===== src/rtl/serial_add_ctrl_if.sv =====
// -----------------------------------------------------------------------------
// serial_add_ctrl_if
//   Request/result bundle for the bit-serial adder controller.
//   master : drives start, a, b, cin; observes busy, done, sum, cout
//   slave  : the adder itself (inverse directions)
// -----------------------------------------------------------------------------
interface serial_add_ctrl_if #(
  parameter int WIDTH = 8
);
  logic             start;
  logic [WIDTH-1:0] a;
  logic [WIDTH-1:0] b;
  logic             cin;
  logic             busy;
  logic             done;
  logic [WIDTH-1:0] sum;
  logic             cout;

  modport master (output start, a, b, cin, input busy, done, sum, cout);
  modport slave  (input start, a, b, cin, output busy, done, sum, cout);
endinterface


===== src/rtl/serial_add_ctrl.sv =====
// -----------------------------------------------------------------------------
// serial_add_ctrl
//   Computes {cout,sum} = a + b + cin one bit per clock, LSB first, through a
//   single 1-bit full-adder slice. An operation takes WIDTH RUN cycles and one
//   DONE cycle; start is honoured only in IDLE.
// Ports
//   clk  : clock, all state changes on the rising edge
//   rst  : synchronous active-high reset
//   bus  : slave side of serial_add_ctrl_if
//            start/a/b/cin in, busy/done/sum/cout out
// -----------------------------------------------------------------------------
module serial_add_ctrl #(
  parameter int WIDTH = 8
) (
  input  logic                 clk,
  input  logic                 rst,
  serial_add_ctrl_if.slave     bus
);

  // WIDTH >= 2, so this is at least 1 and holds WIDTH-1 without wrapping.
  localparam int CNT_W = $clog2(WIDTH);
  localparam logic [CNT_W-1:0] CNT_LAST = CNT_W'(WIDTH - 1);

  typedef enum logic [1:0] {
    S_IDLE = 2'd0,
    S_RUN  = 2'd1,
    S_DONE = 2'd2
  } state_e;

  state_e           state_q, state_d;
  logic [WIDTH-1:0] a_q, a_d;        // operand A shift register
  logic [WIDTH-1:0] b_q, b_d;        // operand B shift register
  logic             c_q, c_d;        // carry between slice evaluations
  logic [WIDTH-1:0] psum_q, psum_d;  // partial sum, filled from the MSB side
  logic [CNT_W-1:0] cnt_q, cnt_d;
  logic [WIDTH-1:0] sum_q, sum_d;
  logic             cout_q, cout_d;

  // The one full-adder slice shared by every bit position.
  logic slice_s, slice_co;
  always_comb begin
    slice_s  = a_q[0] ^ b_q[0] ^ c_q;
    slice_co = (a_q[0] & b_q[0]) | (c_q & (a_q[0] ^ b_q[0]));
  end

  always_comb begin
    // NOTE: every signal gets a default before the case so no path leaves it
    // unassigned; a missing default here would infer a latch.
    state_d = state_q;
    a_d     = a_q;
    b_d     = b_q;
    c_d     = c_q;
    psum_d  = psum_q;
    cnt_d   = cnt_q;
    sum_d   = sum_q;
    cout_d  = cout_q;

    unique case (state_q)
      S_IDLE: begin
        if (bus.start) begin
          a_d     = bus.a;
          b_d     = bus.b;
          c_d     = bus.cin;
          cnt_d   = '0;
          state_d = S_RUN;
        end
      end

      S_RUN: begin
        // After WIDTH right-shifts bit 0 of the result has reached the LSB.
        psum_d = {slice_s, psum_q[WIDTH-1:1]};
        a_d    = a_q >> 1;
        b_d    = b_q >> 1;
        c_d    = slice_co;
        cnt_d  = cnt_q + 1'b1;
        if (cnt_q == CNT_LAST) begin
          sum_d   = {slice_s, psum_q[WIDTH-1:1]};
          cout_d  = slice_co;
          cnt_d   = cnt_q;
          state_d = S_DONE;
        end
      end

      S_DONE: state_d = S_IDLE;

      default: state_d = S_IDLE;
    endcase
  end

  // NOTE: state is updated only with non-blocking assignments so every flop
  // samples the pre-edge value of its neighbours, as real registers do.
  always_ff @(posedge clk) begin
    if (rst) begin
      state_q <= S_IDLE;
      a_q     <= '0;
      b_q     <= '0;
      c_q     <= 1'b0;
      psum_q  <= '0;
      cnt_q   <= '0;
      sum_q   <= '0;
      cout_q  <= 1'b0;
    end else begin
      state_q <= state_d;
      a_q     <= a_d;
      b_q     <= b_d;
      c_q     <= c_d;
      psum_q  <= psum_d;
      cnt_q   <= cnt_d;
      sum_q   <= sum_d;
      cout_q  <= cout_d;
    end
  end

  assign bus.busy = (state_q != S_IDLE);
  assign bus.done = (state_q == S_DONE);
  assign bus.sum  = sum_q;
  assign bus.cout = cout_q;

endmodule


===== src/flat_wrapper.sv =====
// flat-port wrapper written by rule: the top's interface ports become plain ports
module serial_add_ctrl_flat 
#(
  parameter int WIDTH = 8
)
  (clk, rst, bus_start, bus_a, bus_b, bus_cin, bus_busy, bus_done, bus_sum, bus_cout);
  serial_add_ctrl_if #(.WIDTH(WIDTH)) bus_i ();
  input  logic clk;
  input  logic rst;
  input wire logic [$bits(bus_i.start)-1:0] bus_start;
  input wire logic [$bits(bus_i.a)-1:0] bus_a;
  input wire logic [$bits(bus_i.b)-1:0] bus_b;
  input wire logic [$bits(bus_i.cin)-1:0] bus_cin;
  output wire logic [$bits(bus_i.busy)-1:0] bus_busy;
  output wire logic [$bits(bus_i.done)-1:0] bus_done;
  output wire logic [$bits(bus_i.sum)-1:0] bus_sum;
  output wire logic [$bits(bus_i.cout)-1:0] bus_cout;
  assign bus_i.start = bus_start;
  assign bus_i.a = bus_a;
  assign bus_i.b = bus_b;
  assign bus_i.cin = bus_cin;
  assign bus_busy = bus_i.busy;
  assign bus_done = bus_i.done;
  assign bus_sum = bus_i.sum;
  assign bus_cout = bus_i.cout;
  serial_add_ctrl #(.WIDTH(WIDTH)) u_core (.clk(clk), .rst(rst), .bus(bus_i));
endmodule

===== config.mk =====
export PLATFORM = sky130hd
export DESIGN_NAME = serial_add_ctrl_flat
export DESIGN_NICKNAME = d
export VERILOG_FILES = /design/src/rtl/serial_add_ctrl_if.sv /design/src/rtl/serial_add_ctrl.sv /design/src/flat_wrapper.sv
export SDC_FILE = /design/constraint.sdc
export NUM_CORES = 1
export LEC_CHECK = 0
export BUFFER_PORTS_ARGS = -buffer_cell sky130_fd_sc_hd__buf_2
export CAP_MARGIN = 20
export CELL_PAD_IN_SITES_DETAIL_PLACEMENT = 1
export CELL_PAD_IN_SITES_GLOBAL_PLACEMENT = 1
export CORE_MARGIN = 4
export CORE_UTILIZATION = 40
export CTS_BUF_LIST = sky130_fd_sc_hd__clkbuf_8
export CTS_CLUSTER_DIAMETER = 50
export CTS_CLUSTER_SIZE = 28
export DETAILED_ROUTE_END_ITERATION = 8
export PLACE_DENSITY_LB_ADDON = 0.1
export SYNTH_ARGS = -nofsm -noshare
export SYNTH_HDL_FRONTEND = slang
export SYNTH_SLANG_ARGS = --single-unit

===== constraint.sdc =====
create_clock -name clk -period 1.7 [get_ports clk]
set_clock_uncertainty 0.2 [all_clocks]
set_input_delay 0.34 -clock clk [delete_from_list [all_inputs] [get_ports clk]]
set_output_delay 0.34 -clock clk [all_outputs]
set_load 0.02 [all_outputs]

==> metrics <==
Req. time, crit path=1160 ps; slowest stage delay, CP=360 ps; GRT overflow=0; Syn Inst Count=180; # nets final=236; Setup violations, final=0; syn nets=203; DR DRC count=0; Skew-Pair Late Insertion Delay=290 ps; IO Port Bufs=30; worst-case reg-to-reg path depth=6; Buf/Inv on CP=2; Max VDD drop=0.5011 mV; R2R Setup Slk=90 ps; Synth Area per Inst=9.057 um^2; DIE HEIGHT=71.84 um; sequential element share of the synthesized area=46.66%; CP arrival=1140 ps; Synth-to-Final Area Change=23.87%; 1st-pass router iterations=4; Final period util=98.57%; RD Place Congestion=0.7118; WL final=3737 um; Final Max Slew Viols=0; LEAKAGE=0.8403 nW; Peak Freq=596.8 MHz; metal3 WL=147 um; total power=1.928 mW; power per standard cell area=954.8 nW/um^2; Sink Count=38; Initial Utilization=42.92%; Initial DRC Count=86; worst-path cell chain=buf_12 > or2_4 > buf_6; crit-path max FO=7; DIE AREA=5161 um^2; TritonCTS clock tree=built; RR Endpoint=u_core.a_q[3]$_SDFFE_PP0P_; vias in the first global route=1,438; Cell Area, Synth=1630 um^2; Total GRT Usage=14.93%; pin count of the biggest net entering global routing=39; Die X=71.84 um; post-layout min period=1676 ps; unrepaired setup endpoints after global routing=yes; Max-Cap Viols=0; CORE AREA=3799 um^2; Worst setup SP type=register; Critical R2R Launch=u_core.state_q[0]$_SDFFE_PP0P_; WHS Path Cells=3; relative slew slack=58.48%; Vias=1,345; row count=22; ANT nets after route=0; flops & latches, synth=38; status=completed; Final Hold Vio Count=0; via/cell ratio=5.134; routed length per instance=14.26 um; Synth Warn #=0; CP Capture Type=output pin; clk slew on worst S/H paths=70 ps; CP Class=register to output pin; first-pass GRT wire length=6175 um; Routed met2 length=1902 um; TritonCTS Buffers=5; slowest CP cell=dfxtp_4; hold_ws=172.4 ps; ANT cells=0; HPWL after detailed placement=2376 um; DRT met1 WL=1662 um; largest delay contributor family on the critical path=flip-flops; unique cell type count in the Yosys netlist=26; min-delay src=bus_b[7]; # hold bufs at CTS=0; Root Driver=clkbuf_8; initial antenna violation count=0; Max clock buf depth=2; Hold Path Class=input port to register; Hold Path End=u_core.b_q[7]$_SDFFE_PP0P_; Max Used Layer=met4; worst-margin pin slew=619.9 ps; share of cells above drive strength 1=25.70%; I/O Pins=31; H-tree depth=2
[worst reg2reg max path, cell delays in order (launching register included)]
cell	delay, ps
dfxtp_4	370
buf_12	110
buf_6	160
o21ba_2	190
buf_12	170
nor2_1	60
a211oi_1	260
[report_power, final]
group | total, mW | switching (mW) | internal (mW)
Combinational | 0.225 | 0.115 | 0.111
Sequential | 0.958 | 0.0264 | 0.931
Clock | 0.745 | 0.313 | 0.432
[kinds of logic after synthesis]
logic type	count (synthesis)	synth area share [%]
AOI/OAI and AO/OA	41	15.58
and+or+nand+nor	66	18.57
adders and majority gates	3	2.763
DFF	38	46.66
buffers and inverters	16	6.599
muxes	16	9.823
[metrics by stage]
stage	TNS (ps)	util (%)	cell area (um^2)	cells	setup slack [ps]
after detailed placement	-580.9	47.37	1799	248	-77.18
after global routing	-8.568	53.16	2019	262	-8.568
after floorplan	0	-	1630	180	219.7
final	0	53.16	2019	262	24.33
after global placement	0	47.37	1799	248	55.93
after CTS	-112.5	50.66	1924	256	-112.5
[placed cells by master, fill, tap and decap left out, types with 2 or more instances in the layout]
master and n:
dfxtp_1 37, buf_2 28, nand2_1 26, a21oi_1 19
nor2_1 18, mux2i_1 16, a211oi_1 15, nand3_1 13
buf_4 6, clkbuf_8 5, a31oi_1 3, buf_6 3
buf_12 3, nand4bb_1 2, o21ai_0 2, clkinv_2 2
[per-layer routing]
metal	track usage (%)	vias up
li1	-	696
met1	16.31	625
met2	27.45	22
met3	4.067	2
met4	5.219	0
met5	0	-
[cell type report]
| cell class | count | area, um^2 |
|---|---|---|
| clock buffer | 5 | 68.82 |
| clock inverter | 3 | 40.04 |
| fill | 470 | 1779 |
| inverter | 1 | 3.754 |
| multi-input combinational | 126 | 778.2 |
| sequential | 38 | 764.5 |
| tap | 48 | 60.06 |
| timing repair buffer | 41 | 304.0 |
[worst max path at each step]
stage / from / end / slack [ps] / cells after the start
final: u_core.state_q[0]$_SDFFE_PP0P_ / bus_busy / 20 / 3
after global routing: u_core.state_q[0]$_SDFFE_PP0P_ / bus_busy / -9 / 3
after floorplan: u_core.state_q[0]$_SDFFE_PP0P_ / bus_busy / 220 / 3
after CTS: u_core.state_q[0]$_SDFFE_PP0P_ / bus_busy / -110 / 3
after global placement: u_core.state_q[0]$_SDFFE_PP0P_ / u_core.bus.sum[4]$_SDFFE_PP0P_ / 60 / 3
after detailed placement: u_core.state_q[0]$_SDFFE_PP0P_ / u_core.psum_q[1]$_SDFFE_PP0N_ / -80 / 3
[state kept, by name, summed over array words and instances, names as in the netlist]
signal,count
u_core.b_q,8
u_core.cnt_q,3
u_core.a_q,8
u_core.state_q,2
u_core.psum_q,7
u_core.c_q,1
u_core.bus.cout,1
u_core.bus.sum,8
[cells in the mapped netlist (all sizes together)]
cell type	instances	area share, %
a211oi	15	6.9
a21oi	19	5.8
a31oi	3	1.2
buf	10	5.1
clkbuf	5	1.2
dfxtp	38	47
fa	1	1.2
ha	2	1.5
inv	1	0.23
mux2i	16	9.8
nand2	26	6.0
nand2b	1	0.38
nand3	13	4.0
nand3b	1	0.69
nand4bb	2	1.4
nor2	18	4.1
nor2b	2	0.77
nor3	1	0.31
nor4b	1	0.54
o21ai	2	0.61
o21ba	1	0.61
o21bai	1	0.46
or2	1	0.38
[repair_timing]
action / in CTS / in global routing
endpoints found under the hold margin: 0 / 0
buffers inserted: 0 / 5
gates cloned: 0 / 1
resized for setup: 5 / 9
endpoints found under the setup margin: 19 / 12
No activity file was read; power rests on OpenSTA's default activity.
